--- config.mk ---
export PLATFORM = sky130hd
export DESIGN_NAME = master_slave7_driver
export DESIGN_NICKNAME = d
export VERILOG_FILES = /design/src/rtl/master_slave7_driver.sv
export SDC_FILE = /design/constraint.sdc
export NUM_CORES = 1
export LEC_CHECK = 0
export CAP_MARGIN = 20
export CORE_MARGIN = 10
export CORE_UTILIZATION = 27
export CTS_BUF_LIST = sky130_fd_sc_hd__clkbuf_4
export CTS_CLUSTER_SIZE = 24
export DETAILED_ROUTE_END_ITERATION = 6
export PLACE_DENSITY = 0.44
export SETUP_SLACK_MARGIN = 0.3
export SYNTH_ARGS = -nofsm -noshare
export SYNTH_HDL_FRONTEND = slang
export SYNTH_SLANG_ARGS = --single-unit
--- constraint.sdc ---
create_clock -name clk_i -period 2.36 [get_ports clk_i]
set_input_delay 0.236 -clock clk_i [delete_from_list [all_inputs] [get_ports clk_i]]
set_output_delay 0.236 -clock clk_i [all_outputs]
set_load 0.005 [all_outputs]
--- src/rtl/master_slave7_driver.sv ---
// master_slave7_driver
// Stimulus-side peer for the master/slave shared-port test design. Drives an
// arithmetic sequence on a data/sync pair, samples the peer's response a fixed
// number of edges after each sync strobe, and counts responses that differ
// from the expected offset. Every output comes straight from a register.

module master_slave7_driver #(
    parameter int unsigned        RESP_LAT   = 1,       // edges from sync edge to sample edge, 1..15
    parameter logic signed [31:0] STEP       = 32'sd1,  // increment between consecutive items
    parameter logic signed [31:0] EXP_OFFSET = 32'sd0   // expected resp_in minus drive_out
) (
    input  logic               clk_i,
    input  logic               rst_ni,
    input  logic               start_i,
    input  logic signed [31:0] seed_i,
    input  logic        [7:0]  count_i,
    input  logic signed [31:0] resp_in_i,
    output logic signed [31:0] drive_out_o,
    output logic               drive_sync_o,
    output logic               busy_o,
    output logic               done_o,
    output logic        [7:0]  err_count_o,
    output logic signed [31:0] last_resp_o
);

    // Section encoding. SECTION_DRIVE is reserved and never entered; the
    // strobe is issued from idle (first item) or from the gap (later items).
    localparam logic [1:0] SECTION_IDLE  = 2'd0;
    localparam logic [1:0] SECTION_DRIVE = 2'd1;
    localparam logic [1:0] SECTION_WAIT  = 2'd2;
    localparam logic [1:0] SECTION_GAP   = 2'd3;

    localparam logic [3:0] LAT_INIT = 4'(RESP_LAT);

    // Saturating 8-bit increment for the mismatch counter.
    function automatic logic [7:0] sat_inc8(input logic [7:0] v);
        logic [7:0] r;
        if (v == 8'hFF) begin
            r = 8'hFF;
        end else begin
            r = v + 8'd1;
        end
        return r;
    endfunction

    logic [1:0]         section_q,    section_d;
    logic signed [31:0] value_q,      value_d;
    logic [7:0]         remaining_q,  remaining_d;
    logic [3:0]         wait_q,       wait_d;
    logic signed [31:0] drive_q,      drive_d;
    logic               sync_q,       sync_d;
    logic               busy_q,       busy_d;
    logic               done_q,       done_d;
    logic [7:0]         err_q,        err_d;
    logic signed [31:0] last_q,       last_d;
    logic signed [31:0] expected_s;
    logic               sample_now_s;

    // Next-state logic for the section sequencer and all output registers.
    always_comb begin
        section_d    = section_q;
        value_d      = value_q;
        remaining_d  = remaining_q;
        wait_d       = wait_q;
        drive_d      = drive_q;
        sync_d       = 1'b0;
        busy_d       = busy_q;
        done_d       = 1'b0;
        err_d        = err_q;
        last_d       = last_q;
        // Wrapping 32-bit sum; overflow is intentional.
        expected_s   = drive_q + EXP_OFFSET;
        // The counter reaches zero on this edge when it currently holds 1.
        sample_now_s = (wait_q <= 4'd1);

        case (section_q)
            SECTION_IDLE: begin
                busy_d = 1'b0;
                if (start_i) begin
                    err_d = 8'd0;
                    if (count_i != 8'd0) begin
                        value_d     = seed_i;
                        remaining_d = count_i;
                        drive_d     = seed_i;
                        sync_d      = 1'b1;
                        busy_d      = 1'b1;
                        wait_d      = LAT_INIT;
                        section_d   = SECTION_WAIT;
                    end else begin
                        // Empty run: report completion immediately.
                        done_d = 1'b1;
                    end
                end else begin
                    section_d = SECTION_IDLE;
                end
            end

            SECTION_WAIT: begin
                if (wait_q == 4'd0) begin
                    wait_d = 4'd0;
                end else begin
                    wait_d = wait_q - 4'd1;
                end
                if (sample_now_s) begin
                    last_d = resp_in_i;
                    if (resp_in_i != expected_s) begin
                        err_d = sat_inc8(err_q);
                    end else begin
                        err_d = err_q;
                    end
                    remaining_d = remaining_q - 8'd1;
                    if (remaining_q == 8'd1) begin
                        done_d    = 1'b1;
                        busy_d    = 1'b0;
                        section_d = SECTION_IDLE;
                    end else begin
                        value_d   = value_q + STEP;
                        section_d = SECTION_GAP;
                    end
                end else begin
                    section_d = SECTION_WAIT;
                end
            end

            SECTION_GAP: begin
                // One quiet cycle between items keeps sync strobes apart.
                drive_d   = value_q;
                sync_d    = 1'b1;
                wait_d    = LAT_INIT;
                section_d = SECTION_WAIT;
            end

            SECTION_DRIVE: begin
                section_d = SECTION_IDLE;
                busy_d    = 1'b0;
            end

            default: begin
                section_d = SECTION_IDLE;
                busy_d    = 1'b0;
            end
        endcase
    end

    // State and output registers with asynchronous active-low reset.
    always_ff @(posedge clk_i or negedge rst_ni) begin
        if (!rst_ni) begin
            section_q   <= SECTION_IDLE;
            value_q     <= 32'sd0;
            remaining_q <= 8'd0;
            wait_q      <= 4'd0;
            drive_q     <= 32'sd0;
            sync_q      <= 1'b0;
            busy_q      <= 1'b0;
            done_q      <= 1'b0;
            err_q       <= 8'd0;
            last_q      <= 32'sd0;
        end else begin
            section_q   <= section_d;
            value_q     <= value_d;
            remaining_q <= remaining_d;
            wait_q      <= wait_d;
            drive_q     <= drive_d;
            sync_q      <= sync_d;
            busy_q      <= busy_d;
            done_q      <= done_d;
            err_q       <= err_d;
            last_q      <= last_d;
        end
    end

    assign drive_out_o  = drive_q;
    assign drive_sync_o = sync_q;
    assign busy_o       = busy_q;
    assign done_o       = done_q;
    assign err_count_o  = err_q;
    assign last_resp_o  = last_q;

endmodule

==> impl_metrics.py <==
metrics = {
    "grt": {
        "grt_pass1_vias": 6250,
        "grt_max_degree": 48,
        "grt_pass1_wl_mm": 36.8,
        "grtUsageTotal_pct": 15.3,
        "antenna_found_initial": 1,
        "grt_overflow": 0,
    },
    "place": {
        "post_dp_cell_area_mm2": 0.00865,
        "io_buffer_count": 149,
        "place_inst": 1150,
        "gp_congestion": 0.811,
        "hpwl_mm": 17.5,
    },
    "die": {
        "dieArea_mm2": 0.0306,
        "die_w_um": 175,
        "die_h_um": 175,
        "initial_core_util_pct": 27.5,
        "ioPinCount": 150,
        "core_mm2": 0.0235,
        "rows": 56,
    },
    "power_and_ir_drop": {
        "p_clk_share_pct": 13.8,
        "switchingPower_mw": 5.25,
        "power_frac_comb_pct": 53.8,
        "seq_power_share_pct": 32.4,
        "power-per-cell-area_mw_per_mm2": 1330,
        "switching_share_pct": 41.6,
        "peakVddDrop_uv": 486,
        "intPower_mw": 7.36,
        "p_leak_nw": 3.66,
    },
    "cts": {
        "cts_root_buf": "clkbuf_4",
        "insertion_delay_ns": 0.55,
        "numCtsBuffers": 17,
        "cts_tree": "yes",
        "clk_pin_slew_ns": 0.14,
        "cts-htree-levels": 4,
        "cts.sinks": 121,
        "clk_path_buf_depth": 2,
    },
    "timing": {
        "post-route-min-period_ns": 2.06,
        "clock_skew_ns": 0.0194,
        "maxSlewViolCount": 0,
        "rsz0062_at_grt": "yes",
        "whs_ns": 0.197,
        "fmax_ghz": 0.486,
        "hold_viol": 0,
        "finalCritPeriodShare_pct": 87.2,
        "setup_violations": 0,
        "tightest_slew_ns": 0.537,
        "fin_setup_tns_ns": 0,
        "relSlewSlack_pct": 64.2,
    },
    "run": {
        "maxCapViolations": 0,
    },
    "yosys": {
        "yosysTopAreaCellShare_pct": 46.7,
        "synth_edf_count": 0,
        "synthFlopType": "dfrtp_1",
        "ys_seq_elements": 121,
        "async_flop_share_pct": 100,
        "syn_area_mm2": 0.00648,
        "synth_area_leader_cell": "dfrtp_1",
        "yosys_warnings": 0,
        "synth_fp_nets": 756,
        "synth_cell_type_count": 55,
        "synth_area_per_cell_um2": 9.61,
        "ys_seq_area_share_pct": 46.7,
        "synthCells": 674,
        "synth_commonest_cells": "dfrtp_1 (121), a21oi_1 (64), nor2_1 (62)",
        "synthTopCellsByArea": "dfrtp_1 (47%), mux2i_1 (6.2%), mux2_2 (5.6%), a21oi_1 (4.9%), xnor2_1 (3.8%)",
        "yosysMostFrequentCell": "dfrtp_1",
    },
    "routing": {
        "postRouteAntennaNets": 0,
        "vias": 6120,
        "drtPass1Iterations": 5,
        "finalWirelength_mm": 24.0,
        "avgViaCountPerCell": 5.08,
        "wl_per_cell_um": 19.9,
        "drtIter0Drc": 346,
        "route.detailed.drc": 0,
    },
    "setup_path": {
        "cp.arrival_ns": 2.54,
        "r2r_slack_ns": 0.30,
        "critPathMaxFanout": 8,
        "worstSetupEndpointType": "flip-flop",
        "critical_path_class": "flip-flop to flip-flop",
        "crit_required_ns": 2.85,
        "start_kind": "flip-flop",
    },
    "layout": {
        "multi_input_area_mm2": 0.00354,
        "drive_gt1_share_pct": 20.5,
        "regArea_mm2": 0.00303,
        "nFillCells": 2353,
        "fin_area_mm2": 0.00948,
        "final_nets": 953,
        "stdcell_count": 1204,
        "syn_to_final_growth_pct": 46.4,
    },
    "run_status": {
        "status": "completed",
    },
    "min_path": {
        "min_path_type": "primary input to async pin",
    },
}
-- worst paths after layout --
check                                   startpoint                           to  depth (start not counted)
max                          wait_q[2]$_DFFE_PN0P_      value_q[15]$_DFFE_PN0P_                          6
min in group clk_i                    resp_in_i[5]   last_resp_o[5]$_DFFE_PN0P_                          3
min                                         rst_ni  last_resp_o[24]$_DFFE_PN0P_                          2
max reg2reg                  wait_q[2]$_DFFE_PN0P_      value_q[15]$_DFFE_PN0P_                          6
min reg2reg                value_q[31]$_DFFE_PN0P_      value_q[31]$_DFFE_PN0P_                          1
max in group asynchronous                   rst_ni      value_q[14]$_DFFE_PN0P_                          3
-- cell type report --
cell class                 count  area share, %
timing repair buffer         214           22.6
sequential                   121           32.0
antenna                        1         0.0264
clock inverter                14           1.97
multi-input combinational    505           37.3
clock buffer                  18           1.42
tap                          319           4.21
inverter                      12          0.475
-- per-layer routing --
layer	up-vias	wire length (µm)	GRT usage [%]
li1	2869	-	-
met1	3071	10700	19.3
met2	165	12000	25.9
met3	15	1040	3.56
met4	0	233	3.60
met5	-	0	0
-- repair_timing --
item / CTS / global route
resized for setup: 21 / 56
hold buffers: 1 / 0
pin swaps: 11 / 27
setup buffers: 6 / 9
cloned: 1 / 4
hold endpoints to repair: 35 / 0
endpoints found under the setup margin: 41 / 76
-- per-stage QoR --
stage | power [mW] | setup slack [ns] | utilization [%]
floorplan | 7.15 | 0.400 | -
global placement | 10.1 | 0.0115 | 36.7
detailed placement | 10.2 | -0.0553 | 36.7
CTS | 12.2 | 0.254 | 38.8
global route | 13.6 | 0.241 | 40.3
finish | 12.6 | 0.303 | 40.3
-- power groups by stage --
stage / sequential (mW) / combinational, mW / clock (mW)
floorplan: 3.84 / 3.31 / 0
global placement: 4.03 / 6.07 / 0
detailed placement: 4.08 / 6.17 / 0
CTS: 4.05 / 6.35 / 1.79
global route: 4.25 / 7.43 / 1.89
finish: 4.09 / 6.78 / 1.74
-- cells by family after synthesis --
logic type | Yosys count | share of synthesized area [%]
simple gates | 218 | 16.3
mux | 72 | 11.7
flops | 121 | 46.7
buf+inv | 50 | 3.22
xor+xnor | 29 | 3.92
compound gates | 177 | 16.7
fa+ha+maj | 7 | 1.35
-- placed cells by master, fill, tap and decap left out, types with 4 or more instances in the layout --
cell type	synthesis	routed
clkdlybuf4s50_1	0	148
nor3_2	0	5
inv_6	0	6
nand3_1	20	19
nor2_1	62	61
o21ai_0	42	33
o21a_1	8	8
a22oi_1	20	20
nor4_4	0	4
nand4_1	21	21
dfrtp_2	0	4
and2_1	6	4
nand2_1	56	53
o211ai_1	4	4
a31oi_1	6	5
and3_1	4	4
buf_6	1	9
nor4_2	0	4
o21ai_1	2	11
o22ai_1	5	5
a21oi_1	64	58
buf_4	0	46
buf_12	0	7
clkbuf_4	0	18
ha_1	7	4
dfrtp_1	121	117
mux2i_1	40	40
inv_1	12	10
or3_1	5	4
xnor2_1	28	27
mux2_2	32	32
nor3_1	15	8
-- sequential cells by signal, summed over array words and instances (netlist names) --
signal	count
drive_out_o	32
last_resp_o	32
value_q	32
err_count_o	8
remaining_q	8
wait_q	4
section_q	2
busy_o	1
done_o	1
drive_sync_o	1
-- critical path, cell delays in order, from the launching register on --
cell	delay [ns]
dfrtp_1	0.43
or3_4	0.39
or2_4	0.29
a22o_4	0.29
or3_4	0.34
a21oi_2	0.13
a221o_1	0.11
No activity file was read; power rests on OpenSTA's default activity.
